==> src/rtl/transcodor_if.sv <==
// Byte handshake between the SRAM read stage and the display transcoder.
// The master drives bytes in; the slave reports busy and the sticky drop flag.
interface transcodor_if;
  logic [7:0] data_in;
  logic       data_valid;
  logic       busy;
  logic       dropped;

  modport master (
    output data_in,
    output data_valid,
    input  busy,
    input  dropped
  );

  modport slave (
    input  data_in,
    input  data_valid,
    output busy,
    output dropped
  );
endinterface

==> src/rtl/transcodor.sv <==
// SRAM byte to 4-digit multiplexed 7-segment transcoder (common anode, active-low).
// Define TRANSCODOR_DEC_EN for decimal (double-dabble) conversion; otherwise hex with 2-byte history.
module transcodor #(
  parameter logic [15:0] REFRESH_DIV = 16'd50000
) (
  input  logic         clk,
  input  logic         rst_n,
  transcodor_if.slave  bus,
  output logic [6:0]   seg,
  output logic [3:0]   an,
  output logic         dp
);

  typedef enum logic [1:0] {IDLE, CONV, LOAD} state_t;

  state_t      state;
  logic        dropped;
  logic [3:0]  digit [4];
  logic [15:0] refresh_cnt;
  logic [1:0]  idx;

`ifdef TRANSCODOR_DEC_EN
  localparam logic [3:0] BLANK_MASK = 4'b1000;

  // Shift register layout: {hundreds, tens, units, remaining binary bits}
  logic [19:0] shreg;
  logic [19:0] shreg_adj;
  logic [2:0]  iter;

  always_comb begin
    shreg_adj = shreg;
    for (int i = 0; i < 3; i++) begin
      if (shreg[8+4*i +: 4] >= 4'd5)
        shreg_adj[8+4*i +: 4] = shreg[8+4*i +: 4] + 4'd3;
    end
  end
`else
  localparam logic [3:0] BLANK_MASK = 4'b0000;

  logic [7:0] cap_byte;
`endif

  function automatic logic [6:0] font(input logic [3:0] v);
    case (v)
      4'h0: font = 7'h40;
      4'h1: font = 7'h79;
      4'h2: font = 7'h24;
      4'h3: font = 7'h30;
      4'h4: font = 7'h19;
      4'h5: font = 7'h12;
      4'h6: font = 7'h02;
      4'h7: font = 7'h78;
      4'h8: font = 7'h00;
      4'h9: font = 7'h10;
      4'hA: font = 7'h08;
      4'hB: font = 7'h03;
      4'hC: font = 7'h46;
      4'hD: font = 7'h21;
      4'hE: font = 7'h06;
      default: font = 7'h0E;
    endcase
  endfunction

  assign bus.busy    = (state != IDLE);
  assign bus.dropped = dropped;

  always_ff @(posedge clk or negedge rst_n) begin
    if (!rst_n) begin
      state   <= IDLE;
      dropped <= 1'b0;
      for (int i = 0; i < 4; i++) digit[i] <= 4'd0;
`ifdef TRANSCODOR_DEC_EN
      shreg   <= '0;
      iter    <= '0;
`else
      cap_byte <= '0;
`endif
    end else begin
      if (bus.data_valid && state != IDLE)
        dropped <= 1'b1;

      case (state)
        IDLE: begin
          if (bus.data_valid) begin
`ifdef TRANSCODOR_DEC_EN
            shreg <= {12'd0, bus.data_in};
            iter  <= '0;
            state <= CONV;
`else
            cap_byte <= bus.data_in;
            state    <= LOAD;
`endif
          end
        end
`ifdef TRANSCODOR_DEC_EN
        CONV: begin
          shreg <= shreg_adj << 1;
          iter  <= iter + 3'd1;
          if (iter == 3'd7)
            state <= LOAD;
        end
`endif
        LOAD: begin
`ifdef TRANSCODOR_DEC_EN
          digit[2] <= shreg[19:16];
          digit[1] <= shreg[15:12];
          digit[0] <= shreg[11:8];
`else
          digit[3] <= digit[1];
          digit[2] <= digit[0];
          digit[1] <= cap_byte[7:4];
          digit[0] <= cap_byte[3:0];
`endif
          state <= IDLE;
        end
        default: state <= IDLE;
      endcase
    end
  end

  // Display outputs follow the digit selected before the counter wraps, so each anode holds REFRESH_DIV cycles
  always_ff @(posedge clk or negedge rst_n) begin
    if (!rst_n) begin
      refresh_cnt <= '0;
      idx         <= '0;
      seg         <= 7'h7F;
      an          <= 4'hF;
      dp          <= 1'b1;
    end else begin
      if (refresh_cnt == REFRESH_DIV - 16'd1) begin
        refresh_cnt <= '0;
        idx         <= idx + 2'd1;
      end else begin
        refresh_cnt <= refresh_cnt + 16'd1;
      end
      an  <= ~(4'b0001 << idx);
      seg <= BLANK_MASK[idx] ? 7'h7F : font(digit[idx]);
      dp  <= ~((idx == 2'd0) & dropped);
    end
  end

endmodule

==> src/flat_wrapper.sv <==
// flat-port wrapper written by rule: the top's interface ports become plain ports
module transcodor_flat 
#(
  parameter logic [15:0] REFRESH_DIV = 16'd50000
)
  (clk, rst_n, seg, an, dp, bus_data_in, bus_data_valid, bus_busy, bus_dropped);
  transcodor_if bus_i ();
  input  logic clk;
  input  logic rst_n;
  output logic [6:0] seg;
  output logic [3:0] an;
  output logic dp;
  input wire logic [$bits(bus_i.data_in)-1:0] bus_data_in;
  input wire logic [$bits(bus_i.data_valid)-1:0] bus_data_valid;
  output wire logic [$bits(bus_i.busy)-1:0] bus_busy;
  output wire logic [$bits(bus_i.dropped)-1:0] bus_dropped;
  assign bus_i.data_in = bus_data_in;
  assign bus_i.data_valid = bus_data_valid;
  assign bus_busy = bus_i.busy;
  assign bus_dropped = bus_i.dropped;
  transcodor #(.REFRESH_DIV(REFRESH_DIV)) u_core (.clk(clk), .rst_n(rst_n), .bus(bus_i), .seg(seg), .an(an), .dp(dp));
endmodule
==> config.mk <==
export PLATFORM = sky130hd
export DESIGN_NAME = transcodor_flat
export DESIGN_NICKNAME = d
export VERILOG_FILES = /design/src/rtl/transcodor_if.sv /design/src/rtl/transcodor.sv /design/src/flat_wrapper.sv
export SDC_FILE = /design/constraint.sdc
export NUM_CORES = 1
export LEC_CHECK = 0
export ABC_AREA = 1
export ABC_CLOCK_PERIOD_IN_PS = 4710
export CAP_MARGIN = 20
export CELL_PAD_IN_SITES_DETAIL_PLACEMENT = 1
export CELL_PAD_IN_SITES_GLOBAL_PLACEMENT = 1
export CORE_ASPECT_RATIO = 0.8
export CORE_MARGIN = 2
export CORE_UTILIZATION = 30
export DETAILED_ROUTE_END_ITERATION = 8
export GPL_TIMING_DRIVEN = 0
export PLACE_DENSITY_LB_ADDON = 0.05
export SYNTH_ARGS = -nofsm -noshare
export SYNTH_HDL_FRONTEND = slang
export SYNTH_SLANG_ARGS = --single-unit
==> constraint.sdc <==
create_clock -name clk -period 4.71 [get_ports clk]
set_input_delay 0.471 -clock clk [delete_from_list [all_inputs] [get_ports clk]]
set_output_delay 0.471 -clock clk [all_outputs]
set_load 0.01 [all_outputs]
==> flow_summary.toml <==
[power_and_ir_drop]
p_seq_share_pct = 49.4
power.internal_mw = 0.826
p_leak_nw = 1.60
pwr-share-comb_pct = 17.2
vdd_drop_max_uv = 122
switching_share_pct = 28.0
power_density_mw_per_mm2 = 349
report.power.total_mw = 1.15
pwr-share-clk_pct = 33.4
power_switching_mw = 0.321

[setup_path]
crit_type = "register to primary output"
cp-endpoint = "dp"
critical_path.top_delay_family = "buffers and inverters"
critPathLaunchType = "register"
cp.depth = 1
r2r-start = "u_core.idx[1]"
critPathLaunch = "u_core.dp"
slowest_delay_ns = 0.53
path_buf_inv = 1
rr_worst_depth = 9
cp_data_arrival_time_ns = 1.35
crit_path_cell_trace = "clkdlybuf4s50_1"
worstPathRequired_ns = 4.24
r2r_end = "u_core.seg[6]"
endpoint_kind = "primary output"
cp_max_fo = 1
critPathSlowestCell = "clkdlybuf4s50_1"
r2r_slack_ns = 2.90

[clock_tree]
post_cts_buffers = 0
clk_path_buf_depth = 2
htree_num_levels = 2
clk_latency_ns = 0.30
cts_tree = "built"
cts-hold-fix-buffers = 0
clock-sinks = 56
root_buffer = "clkbuf_16"
cts.repair.resized = 0
cts-buffers-inserted = 5
cts.clk_slew.worst_paths_ns = 0.07

[placed_design]
placed_cell_area_mm2 = 0.00314
routabilityCongestion = 0.802
dp_hpwl_um = 4370
dp_cells = 466
portBuffers = 24

[sta]
final.setup.tns_ns = 0
finalMaxSlewViolations = 0
rsz0062_at_grt = "false"
fin_worst_skew_ns = 0.00851
fin_crit_sh_pct = 38.6
setup_viol = 0
min_period_ns = 1.82
maxSlewHeadroom_pct = 56.9
worst_slew_pin_slew_ns = 0.647
hold_violations = 0
timing.fmax_mhz = 550

[detailed_routing]
routed_via_density = 4.35
via_count = 2062
drtIter0Drc = 50
wire_per_inst_um = 12.6
drt_pass1_iterations = 4
ant_nets = 0
wl_um = 5990
drc = 0

[global_route]
grt.total_usage_pct = 13.2
first_global_vias = 2117
grt_pass1_wl_um = 10500
antenna_found_initial = 0
grt_max_degree = 32
grt_overflow = 0

[finish]
stdcell_area_mm2 = 0.00328
drive_gt1_share_pct = 11.7
fin_nets = 380
fin_util_pct = 36.6
areaGrowthSynthToFinish_pct = 19.9
diodes = 0
final_cells = 474

[logic_synthesis]
yosys_warnings = 0
ys_async_sr_fraction_pct = 100
ys_seq_area_share_pct = 51.7
synthesis.nets = 348
ys_types = 28
syn_area_per_cell_um2 = 8.40
netlist_instances = 326
synth_edf_count = 0
synth-seq-cells = 56
synth_ff_type = "dfrtp_1"
syn-cell-area_mm2 = 0.00274

[floorplan]
io_pins = 25
dieArea_mm2 = 0.00991
fp.coreArea_mm2 = 0.00896
fp.dieW_um = 111
row_count = 31
initial_core_util_pct = 30.6
die_y_um = 89.4

[worst_hold_path]
holdCritPathClass = "input pin to async pin"

[job]
cap_violations = 0

[status]
outcome = "finished, final reports clean"
-- area by class of cell --
cell class | count | area (um2)
fillers | 1084 | 5680
flip-flops and latches | 56 | 1420
multi-input cells | 232 | 1170
repair buffers | 25 | 255
well taps | 115 | 144
inverters | 34 | 128
clock buffers | 5 | 125
clock inverters | 3 | 21.3
plain buffers | 4 | 20.0
-- cells in the final DEF, fill, tap and decap left out, drive strengths merged --
cell           instances
nand2                132
dfrtp                 44
inv                   35
nand3                 31
nor2                  29
clkdlybuf4s50         23
o21ai                 13
dfstp                 12
ha                    11
xor2                   7
clkbuf                 6
buf                    5
xnor2                  2
nand4                  2
a31oi                  1
nor3                   1
o21bai                 1
and2                   1
a21o                   1
clkinv                 1
clkinvlp               1
-- layer usage --
metal | up-vias | track usage [%] | part of all wire (%)
li1 | 1070 | - | -
met1 | 955 | 19.7 | 57
met2 | 30 | 19.1 | 38
met3 | 7 | 3.12 | 3.4
met4 | 0 | 3.75 | 1.2
met5 | - | 0 | 0
-- sequential cells by signal, summed over array words and instances (netlist names) --
name and count:
u_core.seg 7, u_core.bus.dropped 1, u_core.cap_byte 8, u_core.state 1, u_core.digit 16, u_core.refresh_cnt 16, u_core.an 4, u_core.idx 2
u_core.dp 1
-- how the worst min path moves through the flow --
| stage | startpoint | to | slack [ns] | cells past startpoint |
|---|---|---|---|---|
| floorplan | rst_n | u_core.bus.dropped | 0.18 | 0 |
| global placement | u_core.bus.dropped | u_core.dp | 0.42 | 1 |
| detailed placement | u_core.bus.dropped | u_core.dp | 0.42 | 1 |
| CTS | rst_n | u_core.refresh_cnt[12] | 0.21 | 1 |
| global route | rst_n | u_core.refresh_cnt[12] | 0.24 | 1 |
| finish | rst_n | u_core.refresh_cnt[12] | 0.19 | 1 |
-- power by group through the flow --
stage,combinational (mW),clock (mW),sequential (mW)
after CTS,0.203,0.404,0.568
after detailed placement,0.203,0,0.577
after global routing,0.228,0.422,0.574
after floorplan,0.108,0,0.582
after global placement,0.199,0,0.576
final,0.197,0.383,0.567
-- stage by stage --
stage | hold WS, ns | setup WS [ns]
floorplan | 0.175 | 3.23
global placement | 0.422 | 1.16
detailed placement | 0.421 | 2.91
CTS | 0.214 | 2.88
global route | 0.239 | 2.70
finish | 0.195 | 2.89
-- cells by family (layout without fill, tap and decap cells) --
family / Yosys count / after routing / share of synthesized area (%)
and+or+nand+nor: 196 / 196 / 31.4
buffers and inverters: 38 / 71 / 5.39
adders and majority gates: 11 / 11 / 5.03
AOI/OAI and AO/OA: 16 / 16 / 3.57
DFF: 56 / 56 / 51.7
xor gates and xnor gates: 9 / 9 / 2.88
-- Yosys cell counts (2+ instances only) --
library cell | count | area [um2]
dfrtp_1 | 44 | 1100
dfstp_2 | 12 | 315
ha_1 | 11 | 138
inv_1 | 28 | 105
inv_2 | 6 | 22.5
nand2_1 | 129 | 484
nand2_2 | 2 | 12.5
nand3_1 | 27 | 135
nand3_2 | 2 | 20.0
nand3_4 | 2 | 35.0
nor2_1 | 26 | 97.6
nor2_4 | 3 | 33.8
o21ai_0 | 12 | 60.1
xnor2_1 | 2 | 17.5
xor2_1 | 7 | 61.3
No activity file was read; power rests on OpenSTA's default activity.
==> RTL edit 1, RTL diff (config.mk and constraints unchanged) <==
Encoding of `state_t`: now one-hot (3 bits for 3 states).
--- a/src/rtl/transcodor.sv
+++ b/src/rtl/transcodor.sv
@@ -13,3 +13,3 @@
 
-  typedef enum logic [1:0] {IDLE, CONV, LOAD} state_t;
+  typedef enum logic [2:0] {IDLE = 3'b001, CONV = 3'b010, LOAD = 3'b100} state_t;
 
Check against the original RTL: no difference found for any inputs over 10 cycles, from zero or initial values and one cycle with rst_n low; not proved beyond that.
==> RTL edit 1 against the unedited design <==
- critical path depth grew 1
- register-to-register slack gained 0.09 ns
- final area up 6.4%
- synthesized cell count up 1.5%
- utilization rose by 2.2 points
- largest cell class unchanged
- wire length grew 6.7%
- non-clock buffer count is 1 higher
- worst setup slack got worse by 0.071 ns
- highest routed layer unchanged
- area after synthesis increased by 1.1%
- sequential cell count is 1 higher
- first-iteration DRC count up 22%
- total power rose by 54%
==> RTL edit 1: results (changes against the unedited design) <==
| Metric | Value |
|---|---|
| Synth Area in Compound Gates | `4.116% (was 3.565%)` |
| Total GRT Usage | `13.80% (was 13.22%)` |
| RR Endpoint | `u_core.seg[5]$_DFF_PN1_ (was u_core.seg[6]$_DFF_PN1_)` |
| Rel. slew slack | `51.96% (was 56.88%)` |
| VDD IR-drop max | `0.0002363 V (was 0.0001221 V)` |
| Clk Latency, worst-skew pair | `0.33 ns (was 0.30 ns)` |
| Mux cell area share after synthesis | `0.4071% (was 0%)` |
| Final #Nets | `389 (was 380)` |
| Post-DP HPWL | `4.526 mm (was 4.371 mm)` |
| Critical path peak fanout | `3 (was 1)` |
| Clock buffer count | `9 (was 5)` |
| H-tree levels | `3 (was 2)` |
| Number of non-clock buffers in the layout | `30 (was 29)` |
| Distinct cells, synth | `31 (was 28)` |
| DR vias | `2114 (was 2062)` |
| Largest net degree at the start of global routing | `30 (was 32)` |
| Crit share post-route | `40.11% (was 38.60%)` |
| Status | `finished, final reports clean (unchanged)` |
| Final non-clock buffer share | `8.166% (was 8.384%)` |
| R2r setup slk | `2.99 ns (was 2.90 ns)` |
| Critical Path Source | `u_core.state[0]$_DFFE_PN1P_ (was u_core.dp$_DFF_PN1_)` |
| Reg area | `0.001443 mm2 (was 0.001416 mm2)` |
| Total Routed Length | `6.387 mm (was 5.988 mm)` |
| Vias per inst | `4.341 (was 4.350)` |
| Critical path destination | `bus_busy (was dp)` |
| Synthesis-stage register bit count | `57 (was 56)` |
| Clock-cell share | `9.384% (was 4.459%)` |
[RTL edit 1: per-stage QoR]
stage,instance area [um2],hold slack [ns]
after floorplan,2766,0.1754
after global placement,3151,0.4354
after detailed placement,3166,0.4303
after CTS,3493,0.2319
after global routing,3493,0.2637
final,3493,0.2040
[RTL edit 1: power breakdown]
part / internal (mW) / switching, mW / total, mW
clock network: 0.468 / 0.247 / 0.716
logic: 0.163 / 0.231 / 0.393
registers: 0.613 / 0.0486 / 0.662
total: 1.24 / 0.527 / 1.77
[RTL edit 1: per-layer routing]
metal,routed length [um],share of wire [%],vias to the layer above,GRT usage (%)
li1,-,-,1096,-
met1,3622,57,981,20.73
met2,2423,38,32,18.39
met3,246,3.9,5,3.978
met4,94,1.5,0,5.556
met5,0,0,-,0
[RTL edit 1: worst max-delay path, stage by stage (launching register included)]
cell             delay (ns)
dfstp_2                0.55
nand2_1                0.07
clkdlybuf4s50_1        0.48
==> RTL edit 2, RTL diff (same settings) <==
Made on the original files. `REFRESH_DIV` is set to 16'd50000 in 2 places; all go to 16'd25000.
--- a/src/rtl/transcodor.sv
+++ b/src/rtl/transcodor.sv
@@ -3,3 +3,3 @@
 module transcodor #(
-  parameter logic [15:0] REFRESH_DIV = 16'd50000
+  parameter logic [15:0] REFRESH_DIV = 16'd25000
 ) (
--- a/src/flat_wrapper.sv
+++ b/src/flat_wrapper.sv
@@ -3,3 +3,3 @@
 #(
-  parameter logic [15:0] REFRESH_DIV = 16'd50000
+  parameter logic [15:0] REFRESH_DIV = 16'd25000
 )
Check against the original RTL: no difference found for any inputs over 10 cycles, from zero or initial values and one cycle with rst_n low; that may be too few to reach the edited logic, so the function may still have changed.
==> RTL edit 2 against the unedited design <==
- worst setup slack worse by 0.0039 ns
- total power is 0.62% lower
- global-route usage grew 0.21 points
- clock skew hardly changed
- largest cell class unchanged
- synthesized cell count up 2.8%
- sequential cell count stayed put
- wire length increased by 1.9%
- critical endpoint is now u_core.seg[5]$_DFF_PN1_
- hold slack got worse by 0.051 ns
- final area rose by 0.15%
- area after synthesis up 0.18%
==> RTL edit 2: results (changes against the unedited design) <==
| Metric | Value |
|---|---|
| Status | `finished, final reports clean (unchanged)` |
| Critical path destination | `u_core.seg[5]$_DFF_PN1_ (was dp)` |
| Final #Nets | `389 (was 380)` |
| Port Buffer Count | `24 (unchanged)` |
| Diodes inserted | `0 (unchanged)` |
| Post-synth top area share | `40.15% (was 40.22%)` |
| Synth top cells by count | `nand2_1, dfrtp_1, inv_1, nor2_1, nand3_1 (was nand2_1, dfrtp_1, inv_1, nand3_1, nor2_1)` |
| Critical Path AT | `2.04 ns (was 1.35 ns)` |
| Placed inst area | `0.003142 mm2 (was 0.003137 mm2)` |
| Hold slack final | `0.1441 ns (was 0.1947 ns)` |
| Total GRT Usage | `13.43% (was 13.22%)` |
| Worst Tran Pin Value | `0.5201 ns (was 0.6468 ns)` |
| Mean Syn Cell Area | `8.187 um2 (was 8.398 um2)` |
| Final setup skew | `0.008612 ns (was 0.008513 ns)` |
| Worst Reg-to-Reg Cells | `9 (unchanged)` |
| Clock Tree Buf Depth | `2 (unchanged)` |
| Post-synthesis net count | `357 (was 348)` |
| Worst Hold Class | `input port to asynchronous set/reset pin (unchanged)` |
| Seq/Total Area, Yosys | `51.64% (was 51.74%)` |
| Vias in the first global route | `2132 (was 2117)` |
| RR Endpoint | `u_core.seg[5]$_DFF_PN1_ (was u_core.seg[6]$_DFF_PN1_)` |
| Initial antenna violation count | `0 (unchanged)` |
| Async set-or-reset flop fraction in the synthesized netlist | `100.0% (unchanged)` |
| Synth top area cells | `dfrtp_1, nand2_1, dfstp_2 (unchanged)` |
| Post-CTS Setup Bufs | `0 (unchanged)` |
| LEAKAGE | `1.649 nW (was 1.600 nW)` |
| Slowest CP cell | `dfrtp_1 (was clkdlybuf4s50_1)` |
| Critical Path Source | `u_core.idx[1]$_DFFE_PN0N_ (was u_core.dp$_DFF_PN1_)` |
| VDD IR-drop max | `0.0001806 V (was 0.0001221 V)` |
| Post-CTS sizing | `0 (unchanged)` |
| Placer Congestion | `0.8082 (was 0.8019)` |
| CTS root buffer | `clkbuf_16 (unchanged)` |
| Post-DP HPWL | `4.608 mm (was 4.371 mm)` |
| Number of DRC markers in iteration 0 | `70 (was 50)` |
| TritonRoute pass-1 iters | `4 (unchanged)` |
| Share of layout cells above drive strength 1 | `10.33% (was 11.70%)` |
| Total Routed Length | `6.099 mm (was 5.988 mm)` |
| Critical path peak fanout | `9 (was 1)` |
| Placed Cells incl. Taps | `475 (was 466)` |
| Yosys warns | `0 (unchanged)` |
| Crit path largest cell delay | `0.51 ns (was 0.53 ns)` |
| First-pass GRT wire length | `10.68 mm (was 10.49 mm)` |
| Clk Latency, worst-skew pair | `0.29 ns` |
| Reg area | `0.001416 mm2 (unchanged)` |
| Vias per inst | `4.364 (was 4.350)` |
| Critical Path RT | `4.93 ns (was 4.24 ns)` |
| Top flop regs | `u_core.digit (16), u_core.refresh_cnt (16), u_core.cap_byte (8) (unchanged)` |
| Fin cells | `483 (was 474)` |
| Largest net degree at the start of global routing | `37 (was 32)` |
| Fillcell total | `1091 (was 1084)` |
| Distinct cells, synth | `27 (was 28)` |
==> RTL edit 2: cell count changes after synthesis, moves of 2 or more <==
cell	unedited run	this run
nor2_1	26	30
nand2_1	129	131
nor2_4	3	1
inv_1	28	30
nand4_1	1	5
xnor2_1	2	0
==> RTL edit 2: final cells by class <==
cell class / instances / share of cell area, %
flip-flops and latches: 56 / 43.07
multi-input cells: 239 / 35.50
clock buffers: 5 / 3.805
repair buffers: 25 / 7.763
inverters: 36 / 4.110
clock inverters: 3 / 0.6469
plain buffers: 4 / 0.7230
well taps: 115 / 4.376
==> RTL edit 2: cell families (layout without fill, tap and decap cells) <==
logic type	count (synthesis)	count (layout)	share of synthesized area, %
and+or+nand+nor	201	201	30.79
xor gates and xnor gates	8	8	2.555
buffers and inverters	40	73	5.793
AOI/OAI and AO/OA	19	19	4.197
DFF	56	56	51.64
adders and majority gates	11	11	5.018
==> RTL edit 2: power by group <==
part | total, mW | switching, mW | internal (mW) | leakage [nW]
combinational | 0.194 | 0.112 | 0.0827 | 0.893
sequential | 0.569 | 0.0254 | 0.544 | 0.687
clock | 0.376 | 0.178 | 0.199 | 0.0702
total | 1.14 | 0.315 | 0.825 | 1.65
==> RTL edit 2: routing by layer <==
layer  part of all wire (%)  vias to the layer above  routed length, um  GRT usage (%)
li1                       -                     1101                  -              -
met5                      0                        -                  0              0
met3                    3.0                        2                185          3.051
met2                     39                       29               2385          20.13
met1                     57                      976               3492          19.95
met4                   0.57                        0                 35          2.727
==> RTL edit 2: worst max-delay path, delay by kind of cell (launching register included) <==
kind	cells	cell delay, ns
DFF	1	0.51
adders and majority gates	1	0.24
buffers and inverters	2	0.36
and+or+nand+nor	6	0.64
